**src/rtl/hazard_scheduler.sv**
```systemverilog
`default_nettype none
// ============================================================================
// Module   : hazard_scheduler
// Purpose  : 5-stage MIPS pipeline sequencer with hazard handling, a halt/flush
//            sequence and a saturating stall-cycle counter.
// Revision : 1.0 - initial release
// ============================================================================
module hazard_scheduler #(
    parameter int CNT_W = 16
) (
    input  logic             CLK,
    input  logic             RST,
    input  logic             ihit,
    input  logic             dhit,
    input  logic             mem_dren,
    input  logic             mem_dwen,
    input  logic             mem_halt,
    input  logic [4:0]       id_rs,
    input  logic [4:0]       id_rt,
    input  logic             id_uses_rt,
    input  logic [1:0]       ex_regsel,
    input  logic [4:0]       ex_wsel,
    input  logic [1:0]       ex_pcsrc,
    input  logic             ex_btaken,
    input  logic             dflush_done,
    output logic             pc_en,
    output logic [1:0]       pc_sel,
    output logic             if_id_en,
    output logic             id_ex_en,
    output logic             ex_mem_en,
    output logic             mem_wb_en,
    output logic             if_id_flush,
    output logic             id_ex_flush,
    output logic             dflush_req,
    output logic             halt,
    output logic [CNT_W-1:0] stall_cnt
);

    localparam logic [1:0] c_PC_NORM  = 2'b00;
    localparam logic [1:0] c_PC_BRAN  = 2'b01;
    localparam logic [1:0] c_PC_JR    = 2'b10;
    localparam logic [1:0] c_PC_J     = 2'b11;
    localparam logic [1:0] c_RS_DLOAD = 2'b01;

    typedef enum logic [1:0] {
        ST_RUN    = 2'b00,
        ST_DWAIT  = 2'b01,
        ST_FLUSH  = 2'b10,
        ST_HALTED = 2'b11
    } state_t;

    state_t           state_q, state_d;
    logic [CNT_W-1:0] cnt_q;
    logic             w_dstall;
    logic             w_redir;
    logic             w_luse;
    logic             w_count;

    assign w_dstall = (mem_dren | mem_dwen) & ~dhit;
    assign w_redir  = (ex_pcsrc == c_PC_J) | (ex_pcsrc == c_PC_JR) |
                      ((ex_pcsrc == c_PC_BRAN) & ex_btaken);
    assign w_luse   = (ex_regsel == c_RS_DLOAD) && (ex_wsel != 5'd0) &&
                      ((id_rs == ex_wsel) || (id_uses_rt && (id_rt == ex_wsel)));

    always_comb begin
        state_d     = state_q;
        pc_en       = 1'b0;
        pc_sel      = c_PC_NORM;
        if_id_en    = 1'b0;
        id_ex_en    = 1'b0;
        ex_mem_en   = 1'b0;
        mem_wb_en   = 1'b0;
        if_id_flush = 1'b0;
        id_ex_flush = 1'b0;
        dflush_req  = 1'b0;
        halt        = 1'b0;
        case (state_q)
            ST_RUN, ST_DWAIT: begin
                if (w_dstall) begin
                    state_d = ST_DWAIT;
                end else if (mem_halt) begin
                    // Only the halt itself retires; everything behind it stays put.
                    mem_wb_en = 1'b1;
                    state_d   = ST_FLUSH;
                end else begin
                    state_d   = ST_RUN;
                    id_ex_en  = 1'b1;
                    ex_mem_en = 1'b1;
                    mem_wb_en = 1'b1;
                    if (w_redir) begin
                        pc_en       = 1'b1;
                        pc_sel      = ex_pcsrc;
                        if_id_en    = 1'b1;
                        if_id_flush = 1'b1;
                        id_ex_flush = 1'b1;
                    end else if (w_luse) begin
                        id_ex_flush = 1'b1;
                    end else if (!ihit) begin
                        if_id_en    = 1'b1;
                        if_id_flush = 1'b1;
                    end else begin
                        pc_en    = 1'b1;
                        if_id_en = 1'b1;
                    end
                end
            end
            ST_FLUSH: begin
                dflush_req = 1'b1;
                if (dflush_done) begin
                    state_d = ST_HALTED;
                end
            end
            ST_HALTED: begin
                halt = 1'b1;
            end
            default: begin
                state_d = ST_RUN;
            end
        endcase
        if (RST) begin
            state_d     = ST_RUN;
            pc_en       = 1'b0;
            pc_sel      = c_PC_NORM;
            if_id_en    = 1'b0;
            id_ex_en    = 1'b0;
            ex_mem_en   = 1'b0;
            mem_wb_en   = 1'b0;
            if_id_flush = 1'b0;
            id_ex_flush = 1'b0;
            dflush_req  = 1'b0;
            halt        = 1'b0;
        end
    end

    assign w_count = ((state_q == ST_RUN) || (state_q == ST_DWAIT)) && !pc_en &&
                     (cnt_q != {CNT_W{1'b1}});

    always_ff @(posedge CLK) begin
        if (RST) begin
            state_q <= ST_RUN;
            cnt_q   <= '0;
        end else begin
            state_q <= state_d;
            if (w_count) begin
                cnt_q <= cnt_q + 1'b1;
            end
        end
    end

    assign stall_cnt = cnt_q;

endmodule
`default_nettype wire

```
**config.mk**
```make
export PLATFORM = sky130hd
export DESIGN_NAME = hazard_scheduler
export DESIGN_NICKNAME = d
export VERILOG_FILES = /design/src/rtl/hazard_scheduler.sv
export SDC_FILE = /design/constraint.sdc
export NUM_CORES = 1
export LEC_CHECK = 0
export CORE_MARGIN = 2
export CORE_UTILIZATION = 25
export CTS_BUF_LIST = sky130_fd_sc_hd__clkbuf_8
export DETAILED_ROUTE_END_ITERATION = 12
export SLEW_MARGIN = 10
export SYNTH_ARGS = -nofsm -noshare
export SYNTH_HDL_FRONTEND = slang
export SYNTH_SLANG_ARGS = --single-unit
```
**constraint.sdc**
```tcl
create_clock -name CLK -period 4.8 [get_ports CLK]
set_input_delay 1.2 -clock CLK [delete_from_list [all_inputs] [get_ports CLK]]
set_output_delay 1.2 -clock CLK [all_outputs]
set_load 0.005 [all_outputs]
```
# --- Yosys cells after proc, flatten, opt, wreduce, memory -nomap -nowiden ---
# Index checks and enable logic that the tools add are counted.
totals:
  reg_bits: 18
  inputBits: 29
  out_inout_bits: 27
  wordCells: 79
classes:
  addsub: 1
  eq_ne: 11
  n_mux: 46
  bitwise: 6
  reduce_logical: 13
op_table:
  columns: ["op", "n"]
  rows:
  - ["$mux W1", 37]
  - ["$add A16 B1 Y16 const B", 1]
  - ["$mux W2", 8]
  - ["$ne A16 B16 Y1 const B", 1]
  - ["$eq A5 B5 Y1", 2]
  - ["$eq A2 B2 Y1 const B", 4]
  - ["$eq A2 B1 Y1 const B", 3]
  - ["$logic_and A1 B1 Y1", 5]
  - ["$reduce_bool A5 Y1", 1]
  - ["$pmux W2 S2", 1]
  - ["$or A1 B1 Y1", 3]
  - ["$and A1 B1 Y1", 2]
  - ["$logic_not A2 Y1", 1]
  - ["$logic_or A1 B1 Y1", 2]
  - ["$ne A2 B2 Y1 const B", 1]
  - ["$reduce_and A2 Y1", 1]
  - ["$reduce_bool A2 Y1", 1]
  - ["$reduce_or A2 Y1", 1]
  - ["$logic_not A1 Y1", 1]
  - ["$not A1 Y1", 1]

# --- Depth between registers and ports, before layout ---
logic_depth:
  depth_word: 13
  ltp_mapped: 8
  ltp_nobuf: 7

# --- Worst setup path before layout ---
# OpenSTA, ideal clock, no wires.
synth_path:
  kind: "input to output"
  startpoint: "input RST"
  endpoint: "output if_id_en"
  arrival_ns: 2.367
  t_required_ns: 3.600
  setup_slack_ns: 1.233
  path_stages: 5
  cell_sequence: "buf_2 > or4_1 > a31o_4 > inv_6 > buf_12"
synth_via:
  elab_chain_len: 1
synth_rtl:
  columns: ["item", "line", "source"]
  rows:
  - ["start, declared", "12", "input logic RST,"]
  - ["$mux W1", "120", "if (RST) begin"]
  - ["end, declared", "28", "output logic if_id_en,"]
# Every way passes these cells.

# --- Worst setup path in the final report ---
layout_path:
  startpoint: "input ex_wsel[1]"
  endpoint: "output if_id_en"
layout_via:
  elab_chain_len: 10
  word_cells_on_any_way: 13
  cone_classes: "eq/ne (2); mux (6); reduce/logical (5)"
layout_rtl:
  columns: ["item", "line", "source"]
  rows:
  - ["start, declared", "22", "input logic [4:0] ex_wsel,"]
  - ["$eq A5 B5 Y1", "63", "((id_rs == ex_wsel) || (id_uses_rt && (id_rt == ex_wsel)));"]
  - ["$logic_and A1 B1 Y1", "63", null]
  - ["$logic_or A1 B1 Y1", "63", null]
  - ["$logic_and A1 B1 Y1 *", "62", "assign w_luse = (ex_regsel == c_RS_DLOAD) && (ex_wsel != 5'd0) &&"]
  - ["$mux W1 *", "96", "end else if (w_luse) begin"]
  - ["$mux W1 *", "90", "if (w_redir) begin"]
  - ["$mux W1 *", "81", "end else if (mem_halt) begin"]
  - ["$mux W1 *", "79", "if (w_dstall) begin"]
  - ["$mux W1 *", "77", "case (state_q)"]
  - ["$mux W1 *", "120", null]
# Mark *: on every way between the ends. The rest lies on a longest branch, timed or not.

==> impl_results.md <==
* Synthesis Warnings at 0
* Net Sw Frac at 25.9%
* Post-CTS Setup Inserts at 0
* Area occupied by multi-input gates at 937 µm²
* Most used DFF post-synth: dfxtp_1
* Hold Crit Class: register to register
* Final setup vio count at 0
* Nets at 240
* Met3 WL at 172 µm
* Die H at 78.1 µm
* Fin. Hold Viols at 0
* Final min period at 4.52 ns
* Post-synthesis instance area at 0.00137 mm²
* First-pass GRT wire length at 5.44 mm
* Number of synthesized flops with an enable pin at 0
* TritonCTS Buffers at 3
* Die ar. at 0.00610 mm²
* Slew @ Worst Pin at 0.636 ns
* Via count at 1309
* Worst EP required at 3.60 ns
* Period Utilization, post-route at 94.2%
* Fraction of registers with async set/reset at 0%
* FP Rows at 26
* Netlist cell types at 35
* Max Root-Sink Buffers at 2
* CTS clk-pin slew, worst paths at 0.07 ns
* Critical path class: input pin to output pin
* Number of fill cells in the layout at 553
* Setup tns final at 0 ns
* Crit. End Element: output pin
* # diodes at 0
* Vias per cell at 4.69
* Max-Slew Margin vs Limit at 57.6%
* Area Overhead vs Synth at 46.8%
* Seq pwr share at 42.8%
* Final ANT Viol Nets at 0
* CTS tree: yes
* Clock share of power at 34.5%
* Final wirelength at 3.23 mm
* FF+latch area at 360 µm²
* Crit path DAT at 3.32 ns
* Synth Register Bits at 18
* Clk Latency, worst-skew pair at 0.26 ns
* Synth area leader: dfxtp_1
* Syn Nets at 188
* Unrepaired setup endpoints after global routing: no
* Core Footprint at 0.00520 mm²
* First DRT Iteration DRCs at 111
* Clk_skew at 0.00167 ns
* Max Clock Freq at 221 MHz
* DR WL met2 at 1.56 mm
* Placer Congestion at 0.697
* CP max FO at 12
* VDD IR max at 0.0000822 V
* Pin count of the biggest net entering global routing at 36
* Wl on met1 at 1.47 mm
* Clock Sinks at 18
* Combinational cell fraction of total power at 22.7%
* Die Span X at 78.1 µm
* Num ports at 56
* DRC at 0
* DR WL/cell at 11.6 µm
* Top cells by area, synth: dfxtp_1 26%, mux2_4 9.8%, a211oi_2 8.2%
* Congestion Overflow GR at 0
* CTS hold repair buffers at 0
* CTS H-tree lvls at 1
* P_sw at 95.8 µW
* Pwr dens at 184 mW/mm²
* Post-synth top cells: 26 x nor2_1, 18 x dfxtp_1, 14 x nor2b_1
* Global Route Usage Sum at 11.0%
* Resized cells post-CTS at 0
* Syn Inst Count at 158
* Final Power at 370 µW
* Starting Density at 26.4%
* Critical path startpoint category: input pin
* Final Slew Violations at 0
* DRT Pass-1 Iters at 2
* Leakage power at 0.000709 µW
* Clk root buf: clkbuf_8
* Seq/Total Area, Yosys at 26.3%
* Initial antenna violation count at 0
* Cell Int Power at 274 µW
* Detail Placement HPWL at 2.60 mm
* IO buf count at 55
* Share of cells above drive strength 1 at 12.9%
* Area share of the largest cell type after synthesis at 26.3%
* Vias in the first global route at 1246
* Status: complete, no violations
* Top layer in use: met4
* Mean post-synth cell area at 8.69 µm²
* Max-cap violations at 0
* Count leader, synth: nor2_1
## path summary, 6_finish.rpt
check | startpoint | to | slack (ns) | cells after the start
max reg2reg | stall_cnt[0] | stall_cnt[10] | 2.57 | 6
min reg2reg | stall_cnt[0] | stall_cnt[0] | 0.54 | 2
min | stall_cnt[0] | stall_cnt[0] | 0.54 | 2
max | ex_wsel[1] | if_id_en | 0.28 | 7
## layout make-up
type                       count  share of cell area (%)
multi-input combinational    128                    46.5
clock buffer                   4                    2.73
timing repair buffer          56                    27.7
tap                           70                    4.35
sequential                    18                    17.9
inverter                       3                   0.807
## critical path, stage by stage
cell and delay [ns]:
clkdlybuf4s50_1 0.46, or4_1 0.53, nor2_1 0.10, nor3b_1 0.08, a31o_4 0.29, inv_6 0.14
clkdlybuf4s50_1 0.52
## flip-flops by register name, indices dropped and copies added, names as in the netlist
| register | flops |
|---|---|
| stall_cnt | 16 |
| state_q | 2 |
## kinds of logic after synthesis
group	share of synthesized area, %
AOI/OAI and AO/OA	19.6
xor gates and xnor gates	6.38
adders and majority gates	0.911
buffers and inverters	5.47
DFF	26.3
muxes	13.9
and+or+nand+nor	27.4
## cell usage in the layout (no fill, tap or decap)
cell type / Yosys / routed
mux2_4: 9 / 9
nand2_1: 7 / 7
nand3_1: 9 / 9
and3b_1: 1 / 1
clkbuf_8: 0 / 4
a211oi_2: 9 / 9
nor2_1: 26 / 26
ha_1: 1 / 1
a211oi_1: 1 / 1
a21oi_1: 6 / 6
o21ai_1: 1 / 1
nand2b_1: 1 / 1
o211ai_1: 4 / 4
nor3b_1: 2 / 2
a2111oi_2: 2 / 2
inv_1: 2 / 2
a31o_1: 1 / 1
mux2_1: 5 / 5
nor3_1: 2 / 2
a31oi_1: 1 / 1
nor2b_1: 14 / 14
and4_1: 1 / 1
nand4_1: 6 / 6
and2_1: 1 / 1
buf_4: 1 / 1
and3_1: 2 / 2
inv_6: 1 / 1
xnor2_1: 10 / 10
a21o_1: 2 / 2
a31o_4: 1 / 1
o22ai_1: 1 / 1
clkdlybuf4s50_1: 0 / 55
dfxtp_1: 18 / 18
or4_1: 2 / 2
## power by group through the flow
stage          registers (µW)  clock network, µW  logic, µW
2_1_floorplan             160                  0       44.6
3_3_place_gp              162                  0       84.2
3_5_place_dp              162                  0       85.1
4_1_cts                   158                133       85.4
5_1_grt                   159                140       92.1
6_report                  158                128       84.1
## stage by stage
step	worst slack, ns	area, µm²	hold WS [ns]	instances	util, %
2_1_floorplan	1.23	1370	0.493	158	-
3_3_place_gp	0.254	1960	0.517	275	37.6
3_5_place_dp	0.277	1960	0.523	275	37.6
4_1_cts	0.276	2010	0.536	279	38.7
5_1_grt	0.208	2010	0.567	279	38.7
6_report	0.279	2010	0.536	279	38.7
## metal layers
layer | track usage [%] | up-vias
li1 | - | 672
met1 | 12.7 | 595
met2 | 19.3 | 38
met3 | 2.76 | 4
met4 | 4.21 | 0
met5 | 0 | -
(Power assumes the default switching activity.)
